**config.mk**
```make
export PLATFORM = sky130hd
export DESIGN_NAME = pwm_capture_flat
export DESIGN_NICKNAME = d
export VERILOG_FILES = /design/src/rtl/pwm_capture_if.sv /design/src/rtl/pwm_capture.sv /design/src/flat_wrapper.sv
export SDC_FILE = /design/constraint.sdc
export NUM_CORES = 1
export LEC_CHECK = 0
export ABC_AREA = 1
export CORE_ASPECT_RATIO = 0.6
export CORE_MARGIN = 5
export CORE_UTILIZATION = 53
export CTS_CLUSTER_SIZE = 8
export DETAILED_ROUTE_END_ITERATION = 7
export PLACE_DENSITY = 0.74
export REMOVE_ABC_BUFFERS = 1
export SYNTH_ARGS = -nofsm -noshare
export SYNTH_HDL_FRONTEND = slang
export SYNTH_SLANG_ARGS = --single-unit
```
**constraint.sdc**
```tcl
create_clock -name clk -period 2 [get_ports clk]
set_input_delay 0.2 -clock clk [delete_from_list [all_inputs] [get_ports clk]]
set_output_delay 0.2 -clock clk [all_outputs]
set_load 0.005 [all_outputs]
```
**src/rtl/pwm_capture_if.sv**
```systemverilog
// PWM capture bus: sampled PWM line in, measurement results out.
// master drives the line and observes results; slave is the decoder.
interface pwm_capture_if;
    logic       pwm_in;
    logic [7:0] duty_seg;
    logic [8:0] period_seg;
    logic       valid;
    logic       stuck;

    modport master (
        output pwm_in,
        input  duty_seg,
        input  period_seg,
        input  valid,
        input  stuck
    );

    modport slave (
        input  pwm_in,
        output duty_seg,
        output period_seg,
        output valid,
        output stuck
    );
endinterface

```
**src/rtl/pwm_capture.sv**
```systemverilog
// PWM receiver: measures high time and period in prescaler slots.
// Optional input glitch filter enabled by defining PWM_CAP_FILTER_EN.
module pwm_capture #(
    parameter logic [7:0] SEGMENT     = 8'd195,
    parameter logic [8:0] TIMEOUT_SEG = 9'd300
) (
    input logic          clk,
    input logic          rst,
    pwm_capture_if.slave bus
);
    typedef enum logic [1:0] {IDLE, HIGH, LOW} state_t;

    function automatic logic [8:0] sat_inc(input logic [8:0] v,
                                           input logic en);
        return (v == 9'h1FF || !en) ? v : v + 9'd1;
    endfunction

    logic s1_q, s2_q;
    logic rise, fall;

`ifdef PWM_CAP_FILTER_EN
    logic h1_q, h2_q, f_q, fd_q;

    // Synchronizer, 3-sample history, filtered level and its delay.
    always_ff @(posedge clk) begin
        if (rst) begin
            s1_q <= 1'b0;
            s2_q <= 1'b0;
            h1_q <= 1'b0;
            h2_q <= 1'b0;
            f_q  <= 1'b0;
            fd_q <= 1'b0;
        end else begin
            s1_q <= bus.pwm_in;
            s2_q <= s1_q;
            h1_q <= s2_q;
            h2_q <= h1_q;
            if (s2_q && h1_q && h2_q)
                f_q <= 1'b1;
            else if (!s2_q && !h1_q && !h2_q)
                f_q <= 1'b0;
            fd_q <= f_q;
        end
    end

    assign rise = f_q & ~fd_q;
    assign fall = ~f_q & fd_q;
`else
    logic s3_q;

    // Two-flop synchronizer plus one delay stage for edge detection.
    always_ff @(posedge clk) begin
        if (rst) begin
            s1_q <= 1'b0;
            s2_q <= 1'b0;
            s3_q <= 1'b0;
        end else begin
            s1_q <= bus.pwm_in;
            s2_q <= s1_q;
            s3_q <= s2_q;
        end
    end

    assign rise = s2_q & ~s3_q;
    assign fall = ~s2_q & s3_q;
`endif

    state_t     state_q;
    logic [7:0] c1_q;
    logic [8:0] hi_q, tot_q;
    logic [7:0] duty_q;
    logic [8:0] per_q;
    logic       valid_q, stuck_q;

    logic       tick, rnd, tmo;
    logic [8:0] hi_d, per_d;

    // Slot tick, half-slot rounding and timeout qualification.
    always_comb begin
        tick  = (c1_q == SEGMENT);
        rnd   = (c1_q > (SEGMENT >> 1));
        hi_d  = sat_inc(hi_q, rnd);
        per_d = sat_inc(tot_q, rnd);
        tmo   = (tot_q >= TIMEOUT_SEG) &&
                !(state_q == IDLE && stuck_q);
    end

    // Measurement FSM with prescaler and registered results.
    always_ff @(posedge clk) begin
        if (rst) begin
            state_q <= IDLE;
            c1_q    <= 8'd0;
            hi_q    <= 9'd0;
            tot_q   <= 9'd0;
            duty_q  <= 8'd0;
            per_q   <= 9'd0;
            valid_q <= 1'b0;
            stuck_q <= 1'b0;
        end else begin
            valid_q <= 1'b0;
            c1_q    <= (rise || tick) ? 8'd0 : c1_q + 8'd1;
            unique case (state_q)
                IDLE: begin
                    if (rise) begin
                        state_q <= HIGH;
                        hi_q    <= 9'd0;
                        tot_q   <= 9'd0;
                    end else if (tmo) begin
                        duty_q  <= s2_q ? 8'hFF : 8'h00;
                        per_q   <= 9'd0;
                        valid_q <= 1'b1;
                        stuck_q <= 1'b1;
                        tot_q   <= 9'd0;
                    end else begin
                        tot_q <= sat_inc(tot_q, tick);
                    end
                end
                HIGH: begin
                    if (fall) begin
                        state_q <= LOW;
                        hi_q    <= hi_d;
                        tot_q   <= sat_inc(tot_q, tick);
                    end else if (tmo) begin
                        duty_q  <= s2_q ? 8'hFF : 8'h00;
                        per_q   <= 9'd0;
                        valid_q <= 1'b1;
                        stuck_q <= 1'b1;
                        state_q <= IDLE;
                        hi_q    <= 9'd0;
                        tot_q   <= 9'd0;
                    end else begin
                        hi_q  <= sat_inc(hi_q, tick);
                        tot_q <= sat_inc(tot_q, tick);
                    end
                end
                LOW: begin
                    if (rise) begin
                        duty_q  <= (hi_q > 9'd255) ? 8'hFF : hi_q[7:0];
                        per_q   <= per_d;
                        valid_q <= 1'b1;
                        stuck_q <= 1'b0;
                        state_q <= HIGH;
                        hi_q    <= 9'd0;
                        tot_q   <= 9'd0;
                    end else if (tmo) begin
                        duty_q  <= s2_q ? 8'hFF : 8'h00;
                        per_q   <= 9'd0;
                        valid_q <= 1'b1;
                        stuck_q <= 1'b1;
                        state_q <= IDLE;
                        hi_q    <= 9'd0;
                        tot_q   <= 9'd0;
                    end else begin
                        tot_q <= sat_inc(tot_q, tick);
                    end
                end
                default: state_q <= IDLE;
            endcase
        end
    end

    assign bus.duty_seg   = duty_q;
    assign bus.period_seg = per_q;
    assign bus.valid      = valid_q;
    assign bus.stuck      = stuck_q;
endmodule
```
**src/flat_wrapper.sv**
```systemverilog
// flat-port wrapper written by rule: the top's interface ports become plain ports
module pwm_capture_flat 
#(
    parameter logic [7:0] SEGMENT     = 8'd195,
    parameter logic [8:0] TIMEOUT_SEG = 9'd300
)
  (clk, rst, bus_pwm_in, bus_duty_seg, bus_period_seg, bus_valid, bus_stuck);
  pwm_capture_if bus_i ();
  input logic clk;
  input logic rst;
  input wire logic [$bits(bus_i.pwm_in)-1:0] bus_pwm_in;
  output wire logic [$bits(bus_i.duty_seg)-1:0] bus_duty_seg;
  output wire logic [$bits(bus_i.period_seg)-1:0] bus_period_seg;
  output wire logic [$bits(bus_i.valid)-1:0] bus_valid;
  output wire logic [$bits(bus_i.stuck)-1:0] bus_stuck;
  assign bus_i.pwm_in = bus_pwm_in;
  assign bus_duty_seg = bus_i.duty_seg;
  assign bus_period_seg = bus_i.period_seg;
  assign bus_valid = bus_i.valid;
  assign bus_stuck = bus_i.stuck;
  pwm_capture #(.SEGMENT(SEGMENT), .TIMEOUT_SEG(TIMEOUT_SEG)) u_core (.clk(clk), .rst(rst), .bus(bus_i));
endmodule
```
==> results.cfg <==
[placed_design]
placed_area_um2 = 3290
gp_congestion = 0.960
io_buffers = 21
place_ws_ns = -0.0945
placed_cells = 510
dp_hpwl_um = 5000

[layout]
antenna_cells = 0
syn_to_final_growth_pct = 22.2
final_layout_size_suffix_gt1_share_pct = 25.0
nets = 467
fin_area_um2 = 3540
finalNonFillerCells = 522

[cts]
cts.clk_slew.worst_paths_ns = 0.09
cts_sinks = 50
clock_path_buffers = 2
h-tree-depth = 2
insertion_delay_ns = 0.31
cts_tree = done
root_buffer = clkbuf_8
postCtsHoldBufs = 0
numCtsBuffers = 5

[critical_path]
worstReg2RegEnd = u_core.tot_q[6]$_SDFFE_PP0P_
r2r-start = u_core.tot_q[1]$_SDFFE_PP0P_
path_depth = 12
cp_max_fo = 6
critPathSlowestCell = dfxtp_2
cp_top_family = simple AND/OR/NAND/NOR gates
worstSetupEndpointType = flip-flop
path_cells = ha_4 > nand3_2 > nor2_1 > nand2_1 > nor3b_2 > ha_2 > inv_2 > nand4_1 > buf_4 > nand2_2 > nand3_1 > a21oi_2
crit_buf_inv = 2
cp.arrival_ns = 2.18
ff2ff_setup_slack_ns = 0.006
critical_path.max_stage_delay_ns = 0.36
cp.required_ns = 2.18
crit_path_start_kind = flip-flop
r2r_cells = 12
crit_type = reg2reg

[die]
initial_utilization_pct = 56.0
fp.dieH_um = 67.3
core_area_um2 = 5180
die_area_um2 = 7100
die_w_um = 106
rows = 20
num_io_pins = 22

[min_path]
hold_path.class = in2reg
holdPathStages = 3
holdPathEnd = u_core.s1_q$_SDFF_PP0_
min_from = bus_pwm_in

[sta]
finalWorstSetupSlack_ns = 0.00555
rsz0062_at_grt = yes
setup-violations-final = 0
final_hold_viol_count = 0
slew_viol_final = 0
min_period_over_period_pct = 99.7
fin_crit_ns = 1.99
slew_headroom_pct = 69.0
clock.fmax_ghz = 0.501
clock_skew_ns = 0.00659
worst_slew_pin_slew_ns = 0.465

[run]
cap_violations = 0

[synthesis]
synth_cell_types = 36
yosysWarningCount = 0
async_flop_share_pct = 0
ys_top_cells_by_area = dfxtp_1, nand2_1, inv_1
ys.flop_type = dfxtp_1
synth.top_cell.area_share_pct = 34.5
synthesis.area_um2 = 2900
synth_edf_count = 0
synth_top_area_cell = dfxtp_1
ys_seq_elements = 50
postSynthAreaPerCell_um2 = 7.06
syn-instance-count = 411
synth_seq_area_share_pct = 34.5

[detailed_routing]
via_count = 2787
drt_wl_total_um = 6900
first_pass_iters = 5
drt_iter0_markers = 227
routed_via_density = 5.34
drt-wirelength-per-cell_um = 13.2
drc = 0
ant_nets = 0

[global_routing]
gr-usage-met3_pct = 4.01
grt_usage_pct = 20.8
top_usage_layer = met2
grt_use_met1_pct = 30.1
grt_pass1_vias = 2501
grt-ovfl-total = 0
grt_pass1_wl_um = 11900
grt_max_degree = 36
antenna_found_initial = 0
grtUsageMet2_pct = 32.1

[pwr]
leakage_nw = 1.39
max-vdd-ir-drop_uv = 286
p_per_area_nw_per_um2 = 513

[outcome]
status = complete, no violations
[sequential cells by signal, indices dropped and copies added (netlist names)]
register,cells
u_core.s2_q,1
u_core.s3_q,1
u_core.s1_q,1
u_core.bus.period_seg,9
u_core.hi_q,9
u_core.c1_q,8
u_core.state_q,2
u_core.bus.valid,1
u_core.bus.duty_seg,8
u_core.tot_q,9
u_core.bus.stuck,1
[stage by stage]
| step | setup TNS, ns | power (mW) | hold WS, ns | util, % |
|---|---|---|---|---|
| finish | 0 | 1.82 | 0.407 | 68.4 |
| floorplan | -0.0713 | 1.15 | 0.262 | - |
| global route | -0.273 | 1.91 | 0.402 | 68.4 |
| global placement | -0.348 | 1.21 | 0.393 | 63.5 |
| CTS | 0 | 1.82 | 0.406 | 66.2 |
| detailed placement | -0.887 | 1.21 | 0.406 | 63.5 |
[cell usage after synthesis (2+ instances only)]
| master | number |
|---|---|
| nand3_1 | 30 |
| nor3_1 | 9 |
| o211ai_1 | 6 |
| nand2_4 | 9 |
| ha_1 | 9 |
| nand2_2 | 6 |
| nand3_2 | 3 |
| inv_1 | 44 |
| dfxtp_1 | 50 |
| or2_2 | 4 |
| nand2_1 | 104 |
| nor2_1 | 34 |
| nor2_2 | 5 |
| xor2_1 | 10 |
| a21oi_2 | 10 |
| a21oi_1 | 29 |
| o21ai_0 | 15 |
| nand3b_1 | 2 |
| clkbuf_1 | 4 |
| inv_2 | 8 |
| nand4_1 | 2 |
| nor2_4 | 4 |
[final cells by class]
type,instances,area (um^2)
clock buffer,7,86.3
timing repair buffer,44,383
tap,66,82.6
clock inverter,1,5.00
multi-input combinational,300,1770
sequential,50,1010
fill,442,1640
inverter,54,209
[kinds of logic after synthesis]
kind of cell / count (synthesis) / synth area share (%)
AND/OR/NAND/NOR: 216 / 36.1
adder cells (fa/ha/maj): 9 / 3.88
flip-flops: 50 / 34.5
buffers and inverters: 61 / 8.71
AO/OA/AOI/OAI: 65 / 13.8
XOR/XNOR: 10 / 3.02
[worst max-delay path by stage]
stage / slack (ns) / startpoint / endpoint
after floorplan: -0.02 / u_core.tot_q[0]$_SDFFE_PP0P_ / u_core.bus.period_seg[4]$_SDFFE_PP0P_
after global placement: -0.07 / u_core.hi_q[0]$_SDFFE_PP0P_ / u_core.hi_q[2]$_SDFFE_PP0P_
after detailed placement: -0.09 / u_core.tot_q[0]$_SDFFE_PP0P_ / u_core.tot_q[1]$_SDFFE_PP0P_
after CTS: 0.004 / u_core.tot_q[0]$_SDFFE_PP0P_ / u_core.tot_q[3]$_SDFFE_PP0P_
after global routing: -0.07 / u_core.tot_q[1]$_SDFFE_PP0P_ / u_core.tot_q[6]$_SDFFE_PP0P_
final: 0.006 / u_core.tot_q[1]$_SDFFE_PP0P_ / u_core.tot_q[6]$_SDFFE_PP0P_
[what timing repair did]
item / CTS / global route
gates resized for setup: 9 / 30
hold endpoints to repair: 0 / 0
gates cloned: 0 / 0
pin swaps: 3 / 8
endpoints found under the setup margin: 18 / 28
buffers inserted: 2 / 3
[tightest hold or removal path: stages]
cell	delay, ns
clkdlybuf4s50_1	0.39
inv_1	0.05
nor2_1	0.03
[routing by layer]
metal	vias to the layer above	wire length (um)
met3	17	622
li1	1409	-
met2	118	2740
met5	-	0
met1	1243	3460
met4	0	76
[cell usage in the layout (no fill, tap or decap), drive strengths merged]
cell type      count
o21bai             1
nand3             33
clkdlybuf4s50     21
ha                 9
buf               23
nand2            119
or2                4
a21oi             39
o211ai             6
inv               53
nor4               1
nor3              10
nand4              3
nor3b              1
nand3b             2
clkbuf             7
xor2              10
clkinv             2
dfxtp             50
o21ai             16
a31oi              1
a2111oi            1
a211oi             1
nor2              43
[where the power goes]
part	leakage (nW)	total, mW	switching, mW	internal [mW]
registers	0.406	1.03	0.0178	1.02
clock network	0.0482	0.610	0.330	0.280
logic	0.936	0.175	0.114	0.0608
No activity file was read; power rests on OpenSTA's default activity.
